### config.mk
export PLATFORM = sky130hd
export DESIGN_NAME = smp_sequencer_flat
export DESIGN_NICKNAME = d
export VERILOG_FILES = /design/src/rtl/smp_pkg.sv /design/src/rtl/smp_sequencer_if.sv /design/src/rtl/smp_seq_track.sv /design/src/rtl/smp_sequencer.sv /design/src/flat_wrapper.sv
export SDC_FILE = /design/constraint.sdc
export NUM_CORES = 1
export LEC_CHECK = 0
export BUFFER_PORTS_ARGS = -buffer_cell sky130_fd_sc_hd__buf_2
export CORE_AREA = 2 2 76 78
export CTS_BUF_LIST = sky130_fd_sc_hd__clkbuf_8
export CTS_CLUSTER_DIAMETER = 60
export DETAILED_ROUTE_END_ITERATION = 10
export DIE_AREA = 0 0 78 80
export GPL_ROUTABILITY_DRIVEN = 0
export PLACE_DENSITY = 0.61
export SYNTH_ARGS = -nofsm -noshare
export SYNTH_HDL_FRONTEND = slang
export SYNTH_HIERARCHICAL = 1
export SYNTH_SLANG_ARGS = --single-unit
### constraint.sdc
create_clock -name clk -period 3.55 [get_ports clk]
set_input_delay 0.1775 -clock clk [delete_from_list [all_inputs] [get_ports clk]]
set_output_delay 0.1775 -clock clk [all_outputs]
set_load 0.01 [all_outputs]
### src/rtl/smp_pkg.sv
// SMP run-control shared types: PE request/status bytes,
// host command opcodes, sequencer state encoding.
package smp_pkg;

  typedef struct packed {
    logic step;
    logic halt;
    logic run;
  } req_t;

  typedef struct packed {
    logic alive;
    logic breakpoint;
    logic cpu_halted;
  } stat_t;

  typedef enum logic [1:0] {
    OP_RUN  = 2'd0,
    OP_HALT = 2'd1,
    OP_STEP = 2'd2,
    OP_BOOT = 2'd3
  } op_e;

  typedef enum logic [2:0] {
    S_IDLE,
    S_ISSUE,
    S_SETTLE,
    S_WAIT,
    S_DONE
  } state_e;

  function automatic req_t op_req(op_e op);
    op_req = '0;
    unique case (op)
      OP_RUN:  op_req.run  = 1'b1;
      OP_BOOT: op_req.run  = 1'b1;
      OP_HALT: op_req.halt = 1'b1;
      OP_STEP: op_req.step = 1'b1;
      default: op_req = '0;
    endcase
  endfunction

endpackage

### src/rtl/smp_sequencer_if.sv
// Host command handshake: valid/ready/op/mask in,
// done pulse, per-CPU error flags and busy out.
interface smp_sequencer_if #(
  parameter int NUM_CPUS = 4
);
  import smp_pkg::*;

  logic                cmd_valid;
  logic                cmd_ready;
  op_e                 cmd_op;
  logic [NUM_CPUS-1:0] cmd_mask;
  logic                done;
  logic [NUM_CPUS-1:0] done_err;
  logic                busy;

  modport master (
    output cmd_valid, cmd_op, cmd_mask,
    input  cmd_ready, done, done_err, busy
  );

  modport slave (
    input  cmd_valid, cmd_op, cmd_mask,
    output cmd_ready, done, done_err, busy
  );

endinterface

### src/rtl/smp_seq_track.sv
// Per-CPU completion tracker: sticky ok plus seen_run for STEP.
// Ports: op_i, st_i status, clr_i, en_i (in WAIT and targeted), ok_o.
module smp_seq_track
  import smp_pkg::*;
(
  input  logic  clk,
  input  logic  rst_n,
  input  op_e   op_i,
  input  stat_t st_i,
  input  logic  clr_i,
  input  logic  en_i,
  output logic  ok_o
);

  logic ok_q;
  logic seen_q;
  logic hit;

  // STEP uses the registered seen_run, so a CPU must be
  // observed running before a halted sample counts.
  always_comb begin
    hit = 1'b0;
    unique case (op_i)
      OP_RUN:  hit = !st_i.cpu_halted;
      OP_HALT: hit = st_i.cpu_halted;
      OP_BOOT: hit = st_i.alive && !st_i.cpu_halted;
      OP_STEP: hit = seen_q && st_i.cpu_halted;
      default: hit = 1'b0;
    endcase
    ok_o = ok_q | (en_i & hit);
  end

  always_ff @(posedge clk or negedge rst_n) begin
    if (!rst_n) begin
      ok_q   <= 1'b0;
      seen_q <= 1'b0;
    end else if (clr_i) begin
      ok_q   <= 1'b0;
      seen_q <= 1'b0;
    end else if (en_i) begin
      ok_q <= ok_o;
      if (op_i == OP_STEP &&
          (!st_i.cpu_halted || st_i.breakpoint))
        seen_q <= 1'b1;
    end
  end

endmodule

### src/rtl/smp_sequencer.sv
// SMP run-control initiator: fans a command to PE controllers,
// polls status until targets settle or time out. cmd: host if.
module smp_sequencer
  import smp_pkg::*;
#(
  parameter int NUM_CPUS = 4,
  parameter int TIMEOUT  = 1023,
  parameter int SETTLE   = 2
) (
  input  logic                  clk,
  input  logic                  rst_n,
  smp_sequencer_if.slave        cmd,
  output logic [NUM_CPUS-1:0]   pe_write,
  output logic [7:0]            pe_writedata,
  input  logic [8*NUM_CPUS-1:0] pe_readdata
);

  localparam int TW = $clog2(TIMEOUT + 1);
  localparam int SW = (SETTLE > 1) ? $clog2(SETTLE) : 1;
  localparam logic [TW-1:0] T_LAST = TW'(TIMEOUT - 1);
  localparam logic [SW-1:0] S_LAST = SW'(SETTLE - 1);

  state_e              state_q, state_d;
  op_e                 op_q, op_d;
  logic [NUM_CPUS-1:0] tgt_q, tgt_d;
  logic [NUM_CPUS-1:0] skip_q, skip_d;
  logic [NUM_CPUS-1:0] err_q, err_d;
  logic [TW-1:0]       tcnt_q, tcnt_d;
  logic [SW-1:0]       scnt_q, scnt_d;

  logic [NUM_CPUS-1:0]   alive;
  logic [NUM_CPUS-1:0]   ok;
  logic [NUM_CPUS-1:0]   en;
  logic [5*NUM_CPUS-1:0] hi_bits;
  logic                  unused_hi;
  logic                  clr;
  stat_t                 st [NUM_CPUS];

  assign clr = (state_q == S_ISSUE) || (state_q == S_SETTLE);
  assign en  = (state_q == S_WAIT) ? tgt_q : '0;

  for (genvar g = 0; g < NUM_CPUS; g++) begin : g_cpu
    assign st[g]    = stat_t'(pe_readdata[8*g +: 3]);
    assign alive[g] = st[g].alive;
    assign hi_bits[5*g +: 5] = pe_readdata[8*g+3 +: 5];

    smp_seq_track u_trk (
      .clk   (clk),
      .rst_n (rst_n),
      .op_i  (op_q),
      .st_i  (st[g]),
      .clr_i (clr),
      .en_i  (en[g]),
      .ok_o  (ok[g])
    );
  end

  assign unused_hi = ^hi_bits;

  always_comb begin
    state_d = state_q;
    op_d    = op_q;
    tgt_d   = tgt_q;
    skip_d  = skip_q;
    err_d   = err_q;
    tcnt_d  = tcnt_q;
    scnt_d  = scnt_q;
    unique case (state_q)
      S_IDLE: begin
        if (cmd.cmd_valid) begin
          op_d   = cmd.cmd_op;
          err_d  = '0;
          tcnt_d = '0;
          scnt_d = '0;
          // BOOT targets dead CPUs too: waking them is the point.
          if (cmd.cmd_op == OP_BOOT) begin
            tgt_d  = cmd.cmd_mask;
            skip_d = '0;
          end else begin
            tgt_d  = cmd.cmd_mask & alive;
            skip_d = cmd.cmd_mask & ~alive;
          end
          state_d = S_ISSUE;
        end
      end
      S_ISSUE: begin
        if (tgt_q == '0) begin
          state_d = S_DONE;
          err_d   = err_q | skip_q;
        end else if (SETTLE == 0) begin
          state_d = S_WAIT;
        end else begin
          state_d = S_SETTLE;
        end
      end
      S_SETTLE: begin
        scnt_d = scnt_q + 1'b1;
        if (scnt_q == S_LAST)
          state_d = S_WAIT;
      end
      S_WAIT: begin
        tcnt_d = tcnt_q + 1'b1;
        // skip flags merge on entry to DONE so they are
        // visible in the same cycle as the done pulse.
        if ((ok & tgt_q) == tgt_q) begin
          state_d = S_DONE;
          err_d   = err_q | skip_q;
        end else if (tcnt_q == T_LAST) begin
          state_d = S_DONE;
          err_d   = err_q | skip_q | (tgt_q & ~ok);
        end
      end
      S_DONE:  state_d = S_IDLE;
      default: state_d = S_IDLE;
    endcase
  end

  always_ff @(posedge clk or negedge rst_n) begin
    if (!rst_n) begin
      state_q <= S_IDLE;
      op_q    <= OP_RUN;
      tgt_q   <= '0;
      skip_q  <= '0;
      err_q   <= '0;
      tcnt_q  <= '0;
      scnt_q  <= '0;
    end else begin
      state_q <= state_d;
      op_q    <= op_d;
      tgt_q   <= tgt_d;
      skip_q  <= skip_d;
      err_q   <= err_d;
      tcnt_q  <= tcnt_d;
      scnt_q  <= scnt_d;
    end
  end

  assign cmd.cmd_ready = (state_q == S_IDLE);
  assign cmd.busy      = (state_q != S_IDLE);
  assign cmd.done      = (state_q == S_DONE);
  assign cmd.done_err  = err_q;

  assign pe_write = (state_q == S_ISSUE) ? tgt_q : '0;
  assign pe_writedata =
    (state_q == S_ISSUE && tgt_q != '0) ?
    {5'b0, op_req(op_q)} : 8'h00;

endmodule

### src/flat_wrapper.sv
// flat-port wrapper written by rule: the top's interface ports become plain ports
module smp_sequencer_flat import smp_pkg::*;
#(
  parameter int NUM_CPUS = 4,
  parameter int TIMEOUT  = 1023,
  parameter int SETTLE   = 2
)
  (clk, rst_n, pe_write, pe_writedata, pe_readdata, cmd_cmd_valid, cmd_cmd_op, cmd_cmd_mask, cmd_cmd_ready, cmd_done, cmd_done_err, cmd_busy);
  smp_sequencer_if #(.NUM_CPUS(NUM_CPUS)) cmd_i ();
  input  logic clk;
  input  logic rst_n;
  output logic [NUM_CPUS-1:0] pe_write;
  output logic [7:0] pe_writedata;
  input  logic [8*NUM_CPUS-1:0] pe_readdata;
  input wire logic [$bits(cmd_i.cmd_valid)-1:0] cmd_cmd_valid;
  input wire logic [$bits(cmd_i.cmd_op)-1:0] cmd_cmd_op;
  input wire logic [$bits(cmd_i.cmd_mask)-1:0] cmd_cmd_mask;
  output wire logic [$bits(cmd_i.cmd_ready)-1:0] cmd_cmd_ready;
  output wire logic [$bits(cmd_i.done)-1:0] cmd_done;
  output wire logic [$bits(cmd_i.done_err)-1:0] cmd_done_err;
  output wire logic [$bits(cmd_i.busy)-1:0] cmd_busy;
  assign cmd_i.cmd_valid = cmd_cmd_valid;
  assign cmd_i.cmd_op = cmd_cmd_op;
  assign cmd_i.cmd_mask = cmd_cmd_mask;
  assign cmd_cmd_ready = cmd_i.cmd_ready;
  assign cmd_done = cmd_i.done;
  assign cmd_done_err = cmd_i.done_err;
  assign cmd_busy = cmd_i.busy;
  smp_sequencer #(.NUM_CPUS(NUM_CPUS), .TIMEOUT(TIMEOUT), .SETTLE(SETTLE)) u_core (.clk(clk), .rst_n(rst_n), .cmd(cmd_i), .pe_write(pe_write), .pe_writedata(pe_writedata), .pe_readdata(pe_readdata));
endmodule
==> summary.md, run 1 <==
| Metric | Value |
|---|---|
| Antenna violation net count after detailed routing | `0` |
| Worst setup margin | `1010 ps` |
| Global-route wire length before repair | `7.80 mm` |
| Die height | `80 µm` |
| Status | `finished with violations` |
| Crit path capture type | `flop` |
| Fin. max-slew vios | `0` |
| Synth-to-Final Area Change | `14.8%` |
| Total die area | `6240 µm²` |
| Setup bufs post-CTS | `0` |
| Req. time, crit path | `3720 ps` |
| GR Util All Layers | `0.161` |
| Crit path cell chain | `and3b_1 -> and2_1 -> o32ai_2 -> nor2_1 -> nor2b_1 -> nor4_4 -> nor3_1 -> a221o_1` |
| Failing checks | `hold timing` |
| Largest net degree at the start of global routing | `37` |
| Critical path type | `reg2reg` |
| PortBufs | `34` |
| Pre-CTS setup slack | `1050 ps` |
| Fraction of layout cells with a size suffix above 1 | `0.224` |
| Worst path slowest cell | `dfrtp_1` |
| H-tree depth | `2` |
| Reg-to-reg slack, setup | `1010 ps` |
| Tot Pwr | `1.58 mW` |
| Setup total negative slack | `0 ps` |
| Slew @ Worst Pin | `817 ps` |
| Die width | `78 µm` |
| Ports | `60` |
| Final antenna diode count | `0` |
| Critical Path AT | `2710 ps` |
| Initial antenna violation count | `0` |
| WL final | `4.57 mm` |
| Leakage Power | `1.19 nW` |
| Cts repair resizes | `0` |
| Post-Syn Instances | `226` |
| CTS tree | `yes` |
| Remaining DRCs | `0` |
| # setup viols final | `0` |
| CTS Sinks | `36` |
| CP Max Fanout | `14` |
| Count of state elements after synthesis | `36` |
| Worst r2r dst | `u_core/state_q[1]` |
| Worst R2R Path Depth | `8` |
| Max cap viols | `0` |
| Vias/cell | `5.13` |
| GRT Residual Overflow | `0` |
| RSZ-0062 raised after global routing | `no` |
| Power density over the cells | `664 nW/µm²` |
| Reg clk slew, reported paths | `70 ps` |
| Cts bufs inserted | `5` |
| Nets | `307` |
| Mean post-synth cell area | `9.19 µm²` |
| Sequential fraction of the synthesis area | `0.434` |
| Warnings, synthesis | `6` |
| Routed via count | `1720` |
| R2R Path Start | `u_core/state_q[1]` |
| Core box area | `5410 µm²` |
| Cts hold-fix bufs | `0` |
| Post-Syn Area | `2080 µm²` |
| Final hold viol count | `35` |
| Violation count after the first detailed-route iteration | `62` |
| Vias in the first global route | `1619` |
| CP max stage delay | `630 ps` |
| Hold_ws | `-15.2 ps` |
| Clk Latency, worst-skew pair | `280 ps` |
| Root Driver | `clkbuf_8` |
| CP Buf/Inv Count | `0` |
| Number of synthesized flops with an enable pin | `0` |
| Max-slew headroom | `0.455` |
| Fmax | `394 MHz` |
| Starting Density | `0.384` |
| Fin crit period | `2540 ps` |
| # fillers | `535` |
| Post-synth ARST share | `1.00` |
| Worst min path class | `in2async` |
| Synth unique cells | `44` |
| Most frequent cells in the layout | `36 x dfrtp_1, 34 x buf_2, 24 x nand2_1, 22 x nor2_1, 15 x o21ai_1` |
| Post-synth top flop | `dfrtp_1` |
| Commonest non-fill, non-tap cell in the layout | `dfrtp_1` |
| Post-route clock period utilization | `0.716` |
| Row count | `27` |
| Top delay family on crit path | `simple AND/OR/NAND/NOR gates` |
| Setup crit start kind | `flop` |
| Wire per inst | `13.6 µm` |
| Max VDD drop | `0.258 mV` |
| Setup Skew | `2.76 ps` |
| DR pass1 iterations | `4` |
| Hpwl dp | `3.29 mm` |
| CTS Buffer Depth | `2` |
==> cells in the mapped netlist, drive strengths merged, types with 4 or more instances <==
| cell type | n | area share |
|---|---|---|
| o21ai | 20 | 0.048 |
| o32ai | 4 | 0.031 |
| ha | 4 | 0.024 |
| and3 | 10 | 0.032 |
| a21oi | 14 | 0.037 |
| nor4 | 5 | 0.022 |
| nor2b | 8 | 0.025 |
| nand2b | 9 | 0.027 |
| buf | 8 | 0.027 |
| nor2 | 23 | 0.043 |
| dfrtp | 36 | 0.43 |
| nor3 | 6 | 0.014 |
| and3b | 5 | 0.021 |
| a22o | 4 | 0.017 |
| and2 | 8 | 0.025 |
| nand2 | 25 | 0.046 |
| inv | 10 | 0.018 |
| a41oi | 4 | 0.017 |
==> worst register-to-register path: stages (launching register included) <==
cell and delay [ps]:
dfrtp_1 630, and3b_1 550, and2_1 260, o32ai_2 90, nor2_1 110, nor2b_1 100, nor4_4 310, nor3_1 120
a221o_1 270
==> how the worst max path moves through the flow <==
stage / startpoint / endpoint / depth (start not counted)
floorplan: u_core/state_q[0] / u_core/cmd.done_err[1] / 9
global placement: u_core/state_q[1] / u_core/state_q[1] / 8
detailed placement: u_core/state_q[1] / u_core/state_q[1] / 8
CTS: u_core/state_q[1] / u_core/state_q[1] / 8
global route: u_core/state_q[1] / u_core/state_q[1] / 8
finish: u_core/state_q[1] / u_core/state_q[1] / 8
==> flip-flops by register name, summed over array words and instances, names as in the netlist <==
signal                     flops
u_core/cmd.done_err            4
u_core/g_cpu.u_trk/ok_q        4
u_core/g_cpu.u_trk/seen_q      4
u_core/op_q                    2
u_core/scnt_q                  1
u_core/skip_q                  4
u_core/state_q                 3
u_core/tcnt_q                 10
u_core/tgt_q                   4
==> layout make-up <==
| type | count | area, µm² | area share |
|---|---|---|---|
| clock buffers | 6 | 82.6 | 0.0346 |
| clock inverters | 2 | 7.51 | 0.00315 |
| inverters | 10 | 37.5 | 0.0157 |
| multi-input cells | 175 | 1090 | 0.459 |
| flip-flops and latches | 36 | 901 | 0.378 |
| well taps | 72 | 90.1 | 0.0378 |
| repair buffers | 34 | 170 | 0.0714 |
==> logic make-up after synthesis <==
group | Yosys count | synth area share
XOR/XNOR | 1 | 0.00422
adder cells (fa/ha/maj) | 4 | 0.0241
flip-flops | 36 | 0.434
AND/OR/NAND/NOR | 109 | 0.291
multiplexers | 6 | 0.0307
other | 1 | 0.00181
buffers and inverters | 19 | 0.0464
AO/OA/AOI/OAI | 50 | 0.168
==> routing by layer <==
layer | track usage | wire length [µm] | vias to the layer above
li1 | - | - | 863
met1 | 0.216 | 2210 | 811
met2 | 0.257 | 2110 | 40
met3 | 0.0373 | 193 | 6
met4 | 0.0526 | 63 | 0
met5 | 0 | 0 | -
==> where the power goes <==
part | switching, mW | leakage [nW] | internal [mW]
clock network | 0.142 | 0.0538 | 0.153
registers | 0.165 | 0.483 | 0.512
logic | 0.358 | 0.652 | 0.253
==> metrics by stage <==
| step | std cells | hold slack (ps) | utilization | area [µm²] |
|---|---|---|---|---|
| floorplan | 230 | -118 | - | 2090 |
| global placement | 327 | 327 | 0.424 | 2290 |
| detailed placement | 327 | 323 | 0.424 | 2290 |
| CTS | 335 | 11.7 | 0.441 | 2380 |
| global route | 335 | 51.0 | 0.441 | 2380 |
| finish | 335 | -15.2 | 0.441 | 2380 |
No activity file was read; power rests on OpenSTA's default activity.
==> run 2: changes to the inputs <==
--- a/config.mk
+++ b/config.mk
@@ -12,7 +12,7 @@
 export DETAILED_ROUTE_END_ITERATION = 10
 export DIE_AREA = 0 0 78 80
 export GPL_ROUTABILITY_DRIVEN = 0
-export PLACE_DENSITY = 0.61
+export PLACE_DENSITY = 0.64
 export SYNTH_ARGS = -nofsm -noshare
 export SYNTH_HDL_FRONTEND = slang
 export SYNTH_HIERARCHICAL = 1
==> constraint.sdc (replaced) <==
create_clock -name clk -period 2.2 [get_ports clk]
set_input_delay 0.11 -clock clk [delete_from_list [all_inputs] [get_ports clk]]
set_output_delay 0.11 -clock clk [all_outputs]
set_load 0.01 [all_outputs]
==> summary.md, run 2 (synthesis results as in run 1) <==
| Metric | Value |
|---|---|
| Max FFs per register | `10 (unchanged)` |
| Area of the multi-input gates | `1100 µm² (was 1090 µm²)` |
| Vias in the first global route | `1642 (was 1619)` |
| Largest net degree at the start of global routing | `37 (unchanged)` |
| Worst r2r dst | `u_core/state_q[1] (unchanged)` |
| Die height | `80 µm (unchanged)` |
| Reg-to-reg slack, setup | `160 ps (was 1010 ps)` |
| Switching pwr | `1.09 mW (was 665 µW)` |
| # fillers | `533 (was 535)` |
| # setup viols final | `0 (unchanged)` |
| Int Power | `1.66 mW (was 917 µW)` |
| Row count | `27 (unchanged)` |
| Core box area | `5410 µm² (unchanged)` |
| Pre-CTS setup slack | `150 ps (was 1050 ps)` |
| Critical path type | `reg2reg (unchanged)` |
| Req. time, crit path | `2370 ps (was 3720 ps)` |
| Leakage Power | `1.24 nW (was 1.19 nW)` |
| Most frequent cells in the layout | `35 x dfrtp_1, 34 x buf_2, 24 x nand2_1, 22 x nor2_1, 15 x o21ai_1 (was 36 x dfrtp_1, 34 x buf_2, 24 x nand2_1, 22 x nor2_1, 15 x o21ai_1)` |
| Max cap viols | `0 (unchanged)` |
| Worst setup path end | `u_core/state_q[1] (unchanged)` |
| Gate power share | `0.435 (was 0.386)` |
| Tot Pwr | `2.75 mW (was 1.58 mW)` |
| R2R Path Start | `u_core/state_q[2] (was u_core/state_q[1])` |
| HP Start | `cmd_cmd_mask[1]` |
| Commonest non-fill, non-tap cell in the layout | `dfrtp_1 (unchanged)` |
| Setup crit start kind | `flop (unchanged)` |
| Crit path from | `u_core/state_q[2] (was u_core/state_q[1])` |
| Antenna violation net count after detailed routing | `0 (unchanged)` |
| Max VDD drop | `0.477 mV (was 0.258 mV)` |
| GRT Residual Overflow | `0 (unchanged)` |
| GR Util All Layers | `0.154 (was 0.161)` |
| Flop pwr share | `0.359 (was 0.428)` |
| Vias/cell | `5.11 (was 5.13)` |
| Wire per inst | `13.0 µm (was 13.6 µm)` |
| Die width | `78 µm (unchanged)` |
| WL final | `4.49 mm (was 4.57 mm)` |
| Root Driver | `clkbuf_8 (unchanged)` |
| Fin cells | `345 (was 335)` |
| CP Max Fanout | `5 (was 14)` |
| Violation count after the first detailed-route iteration | `90 (was 62)` |
| Fmax | `491 MHz (was 394 MHz)` |
| Setup bufs post-CTS | `0 (unchanged)` |
| Starting Density | `0.384 (unchanged)` |
| RSZ-0062 raised after global routing | `no (unchanged)` |
| H-tree depth | `2 (unchanged)` |
| Final Cell Area | `2480 µm² (was 2380 µm²)` |
| Fin. max-slew vios | `0 (unchanged)` |
| Final antenna diode count | `0 (unchanged)` |
| Clk Latency, worst-skew pair | `280 ps (about the same)` |
| Largest Register | `u_core/tcnt_q (unchanged)` |
| Power density over the cells | `1110 nW/µm² (was 664 nW/µm²)` |
| Slew @ Worst Pin | `812 ps (was 817 ps)` |
| Final hold viol count | `0 (was 35)` |
| PortBufs | `34 (unchanged)` |
| Cts bufs inserted | `5 (unchanged)` |
| Synth-to-Final Area Change | `19.6% (was 14.8%)` |
| CTS Buffer Depth | `2 (unchanged)` |
| Routed via count | `1763 (was 1720)` |
| Register area | `902 µm² (was 901 µm²)` |
| Worst min path class | `in2reg (was in2async)` |
| Nets | `317 (was 307)` |
| Setup Skew | `9.44 ps (was 2.76 ps)` |
| Remaining DRCs | `0 (unchanged)` |
| Clock power share | `0.206 (was 0.186)` |
| Ports | `60 (unchanged)` |
| Initial antenna violation count | `0 (unchanged)` |
| Worst R2R Path Depth | `8 (unchanged)` |
| DR pass1 iterations | `4 (unchanged)` |
| CTS Sinks | `36 (unchanged)` |
| Total die area | `6240 µm² (unchanged)` |
| Cell area after placement | `2360 µm² (was 2290 µm²)` |
| Hpwl dp | `3.31 mm (was 3.29 mm)` |
| Crit path capture type | `flop (unchanged)` |
| Critical Path AT | `2200 ps (was 2710 ps)` |
| Reg clk slew, reported paths | `80 ps (was 70 ps)` |
| Cell total after placement | `336 (was 327)` |
| Setup total negative slack | `0 ps (unchanged)` |
| Fraction of layout cells with a size suffix above 1 | `0.264 (was 0.224)` |
| Sw Ratio | `0.397 (was 0.420)` |
| Post-route clock period utilization | `0.926 (was 0.716)` |
| CTS tree | `yes (unchanged)` |
| Max-slew headroom | `0.459 (was 0.455)` |
| Global-route wire length before repair | `7.58 mm (was 7.80 mm)` |
| Fin crit period | `2040 ps (was 2540 ps)` |
| Worst setup margin | `164 ps (was 1010 ps)` |
| Status | `complete, no violations (was finished with violations)` |
==> run 2: repair_timing <==
item / in CTS / in global routing
resized for setup: 0 / 3
endpoints found under the hold margin: 36 / 0
setup endpoints to repair: 0 / 4
hold buffers: 1 / 0
==> run 2: area by class of cell <==
cell class                 instances  share of cell area
multi-input combinational        175               0.443
sequential                        36               0.363
clock inverter                     3              0.0156
tap                               72              0.0363
clock buffer                       5              0.0277
timing repair buffer              44              0.0997
inverter                          10              0.0151
==> run 2: critical path, cell delays in order, from the launching register on <==
cell,delay [ps]
dfrtp_1,380
and3b_1,330
and2_1,210
o32ai_2,90
nor2_1,150
nor2b_2,80
nor4_4,300
nor3_1,110
a221o_1,270
==> run 2: worst min-delay path by stage <==
stage | end | slack (ps) | cells past startpoint
after floorplan | u_core/cmd.done_err[0] | -190 | 0
after global placement | u_core/g_cpu[3].u_trk/ok_q | 260 | 1
after detailed placement | u_core/g_cpu[0].u_trk/ok_q | 260 | 1
after CTS | u_core/tgt_q[1] | 50 | 2
after global routing | u_core/tgt_q[0] | 60 | 2
final | u_core/tgt_q[1] | 60 | 2
==> run 2: power by group through the flow <==
stage	Combinational, mW	Sequential [mW]	Clock, mW
after floorplan	0.770	1.01	0
after global placement	1.18	0.994	0
after detailed placement	1.20	0.997	0
after CTS	1.20	0.984	0.586
after global routing	1.34	1.02	0.621
final	1.20	0.988	0.568
==> run 2: per-layer routing <==
layer	vias to the layer above	GRT usage	routed length, µm	part of all wire
met1	827	0.206	2180	0.49
met4	0	0.0526	65	0.014
li1	884	-	-	-
met3	5	0.0328	195	0.043
met2	47	0.249	2050	0.46
met5	-	0	0	0
==> run 2: stage by stage <==
stage,hold WS (ps),util
finish,59.9,0.460
detailed placement,261,0.437
CTS,53.2,0.459
global placement,258,0.437
floorplan,-186,-
global route,56.8,0.460
==> run 3: changes to the inputs <==
--- a/config.mk
+++ b/config.mk
@@ -6,12 +6,13 @@
 export NUM_CORES = 1
 export LEC_CHECK = 0
 export BUFFER_PORTS_ARGS = -buffer_cell sky130_fd_sc_hd__buf_2
-export CORE_AREA = 2 2 76 78
+export CORE_AREA = 4 4 78 80
 export CTS_BUF_LIST = sky130_fd_sc_hd__clkbuf_8
 export CTS_CLUSTER_DIAMETER = 60
 export DETAILED_ROUTE_END_ITERATION = 10
-export DIE_AREA = 0 0 78 80
+export DIE_AREA = 0 0 82 84
 export GPL_ROUTABILITY_DRIVEN = 0
+export MAX_ROUTING_LAYER = met4
 export PLACE_DENSITY = 0.64
 export SYNTH_ARGS = -nofsm -noshare
 export SYNTH_HDL_FRONTEND = slang
==> summary.md, run 3 (synthesis results as in run 1) <==
| Metric | Value |
|---|---|
| Hold_ws | `57.9 ps (was 59.9 ps)` |
| Leakage Power | `1.22 nW (was 1.24 nW)` |
| GR Util All Layers | `0.144 (was 0.154)` |
| Ports | `60 (unchanged)` |
| DR pass1 iterations | `4 (unchanged)` |
| Setup total negative slack | `0 ps (unchanged)` |
| Int Power | `1.58 mW (was 1.66 mW)` |
| Vias/cell | `4.97 (was 5.11)` |
| Tot Pwr | `2.65 mW (was 2.75 mW)` |
| Antenna violation net count after detailed routing | `0 (unchanged)` |
| Fraction of layout cells with a size suffix above 1 | `0.256 (was 0.264)` |
| Max VDD drop | `0.445 mV (was 0.477 mV)` |
| Crit path capture type | `flop (unchanged)` |
| Clock power share | `0.190 (was 0.206)` |
| Initial antenna violation count | `0 (unchanged)` |
| RSZ-0062 raised after global routing | `no (unchanged)` |
| CTS Sinks | `36 (unchanged)` |
| Most frequent cells in the layout | `35 x dfrtp_1, 34 x buf_2, 24 x nand2_1, 22 x nor2_1, 15 x o21ai_1 (unchanged)` |
| PortBufs | `34 (unchanged)` |
| Max FFs per register | `10 (unchanged)` |
| WL final | `4.48 mm (was 4.49 mm)` |
| Clk Latency, worst-skew pair | `280 ps (about the same)` |
| Req. time, crit path | `2360 ps (was 2370 ps)` |
| Final hold viol count | `0 (unchanged)` |
| Routed via count | `1701 (was 1763)` |
| Total die area | `6890 µm² (was 6240 µm²)` |
| Critical Path AT | `2230 ps (was 2200 ps)` |
| Post-route clock period utilization | `0.937 (was 0.926)` |
| # setup viols final | `0 (unchanged)` |
| Commonest non-fill, non-tap cell in the layout | `dfrtp_1 (unchanged)` |
| Final antenna diode count | `0 (unchanged)` |
| Slew @ Worst Pin | `817 ps (was 812 ps)` |
| Die width | `82 µm (was 78 µm)` |
| Status | `complete, no violations (unchanged)` |
| Fin. max-slew vios | `0 (unchanged)` |
| Largest Register | `u_core/tcnt_q (unchanged)` |
| Gate power share | `0.436 (was 0.435)` |
| Most used cell along the critical path | `buf_4` |
| CTS Buffer Depth | `2 (unchanged)` |
| Max cap viols | `0 (unchanged)` |
| Setup crit start kind | `flop (unchanged)` |
| Global-route wire length before repair | `7.47 mm (was 7.58 mm)` |
| Largest net degree at the start of global routing | `37 (unchanged)` |
| H-tree depth | `2 (unchanged)` |
| Reg clk slew, reported paths | `70 ps (was 80 ps)` |
| Worst min path class | `in2reg (unchanged)` |
| Row count | `27 (unchanged)` |
| CP Max Fanout | `11 (was 5)` |
| Crit path cell chain | `buf_4 -> and3_1 -> nor4_1 -> nor2_1 -> nor2b_1 -> nor4_4 -> o31ai_2 -> buf_4 -> o21ai_1 (was and3b_1 -> and2_1 -> o32ai_2 -> nor2_1 -> nor2b_2 -> nor4_4 -> nor3_1 -> a221o_1)` |
| Setup bufs post-CTS | `0 (unchanged)` |
| Max-slew headroom | `0.456 (was 0.459)` |
| Cts bufs inserted | `5 (unchanged)` |
| Reg-to-reg slack, setup | `140 ps (was 160 ps)` |
| GRT Residual Overflow | `0 (unchanged)` |
| Nets | `315 (was 317)` |
| Remaining DRCs | `0 (unchanged)` |
| Setup Skew | `6.38 ps (was 9.44 ps)` |
| CP max stage delay | `380 ps (about the same)` |
| Synth-to-Final Area Change | `18.3% (was 19.6%)` |
| Starting Density | `0.384 (unchanged)` |
| Hpwl dp | `3.32 mm (was 3.31 mm)` |
| Die height | `84 µm (was 80 µm)` |
| Violation count after the first detailed-route iteration | `105 (was 90)` |
| Fmax | `485 MHz (was 491 MHz)` |
| Vias in the first global route | `1554 (was 1642)` |
| CTS tree | `yes (unchanged)` |
| Core box area | `5410 µm² (unchanged)` |
| Wire per inst | `13.1 µm (was 13.0 µm)` |
| Root Driver | `clkbuf_8 (unchanged)` |
| Power density over the cells | `1080 nW/µm² (was 1110 nW/µm²)` |
| # fillers | `534 (was 533)` |
| Worst path slowest cell | `dfrtp_1 (unchanged)` |
| Sw Ratio | `0.403 (was 0.397)` |
| Switching pwr | `1.07 mW (was 1.09 mW)` |
| Flop pwr share | `0.373 (was 0.359)` |
| Fin crit period | `2060 ps (was 2040 ps)` |
| Critical path type | `reg2reg (unchanged)` |
[run 3: power groups by stage]
stage	logic, mW	registers (mW)	clock network (mW)
CTS	1.17	0.988	0.525
global placement	1.15	0.995	0
detailed placement	1.17	0.999	0
global route	1.30	1.02	0.553
floorplan	0.770	1.01	0
finish	1.16	0.990	0.505
[run 3: metrics by stage]
step	area, µm²	utilization	worst slack (ps)	std cells
after floorplan	2090	-	220	230
after global placement	2350	0.434	189	334
after detailed placement	2350	0.434	159	334
after CTS	2450	0.454	130	342
after global routing	2460	0.454	17.4	342
final	2460	0.454	139	342
[run 3: area by class of cell]
class	instances	area (µm²)	share of cell area
Sequential cell	36	902	0.367
Tap cell	72	90.1	0.0367
Multi-Input combinational cell	175	1100	0.447
Timing Repair Buffer	42	233	0.0948
Clock buffer	7	96.3	0.0392
Inverter	10	37.5	0.0153
[run 3: worst paths after layout]
| check | start | endpoint | cells past startpoint |
|---|---|---|---|
| max in group asynchronous | rst_n | u_core/op_q[0] | 2 |
| max | u_core/op_q[1] | u_core/cmd.done_err[1] | 9 |
| max reg2reg | u_core/op_q[1] | u_core/cmd.done_err[1] | 9 |
| min reg2reg | u_core/tcnt_q[9] | u_core/tcnt_q[9] | 1 |
| min | cmd_cmd_mask[0] | u_core/tgt_q[0] | 2 |
| min in group asynchronous | rst_n | u_core/g_cpu[0].u_trk/ok_q | 2 |
[run 3: metal layers]
| layer | GRT usage | vias up | part of all wire |
|---|---|---|---|
| li1 | - | 874 | - |
| met1 | 0.196 | 798 | 0.48 |
| met2 | 0.209 | 25 | 0.47 |
| met3 | 0.0367 | 4 | 0.039 |
| met4 | 0.0408 | 0 | 0.012 |
| met5 | - | - | 0 |
[run 3: worst max-delay path, delay by kind of cell, from the launching register on]
family,cells,cell delay (ps)
flops,1,380
buf+inv,2,340
compound gates,2,300
simple gates,5,910
[run 3: repair_timing]
| item | CTS | global route |
|---|---|---|
| endpoints found under the hold margin | 36 | 0 |
| gates resized for setup | 0 | 2 |
| endpoints found under the setup margin | 0 | 2 |
| hold buffers | 1 | 0 |
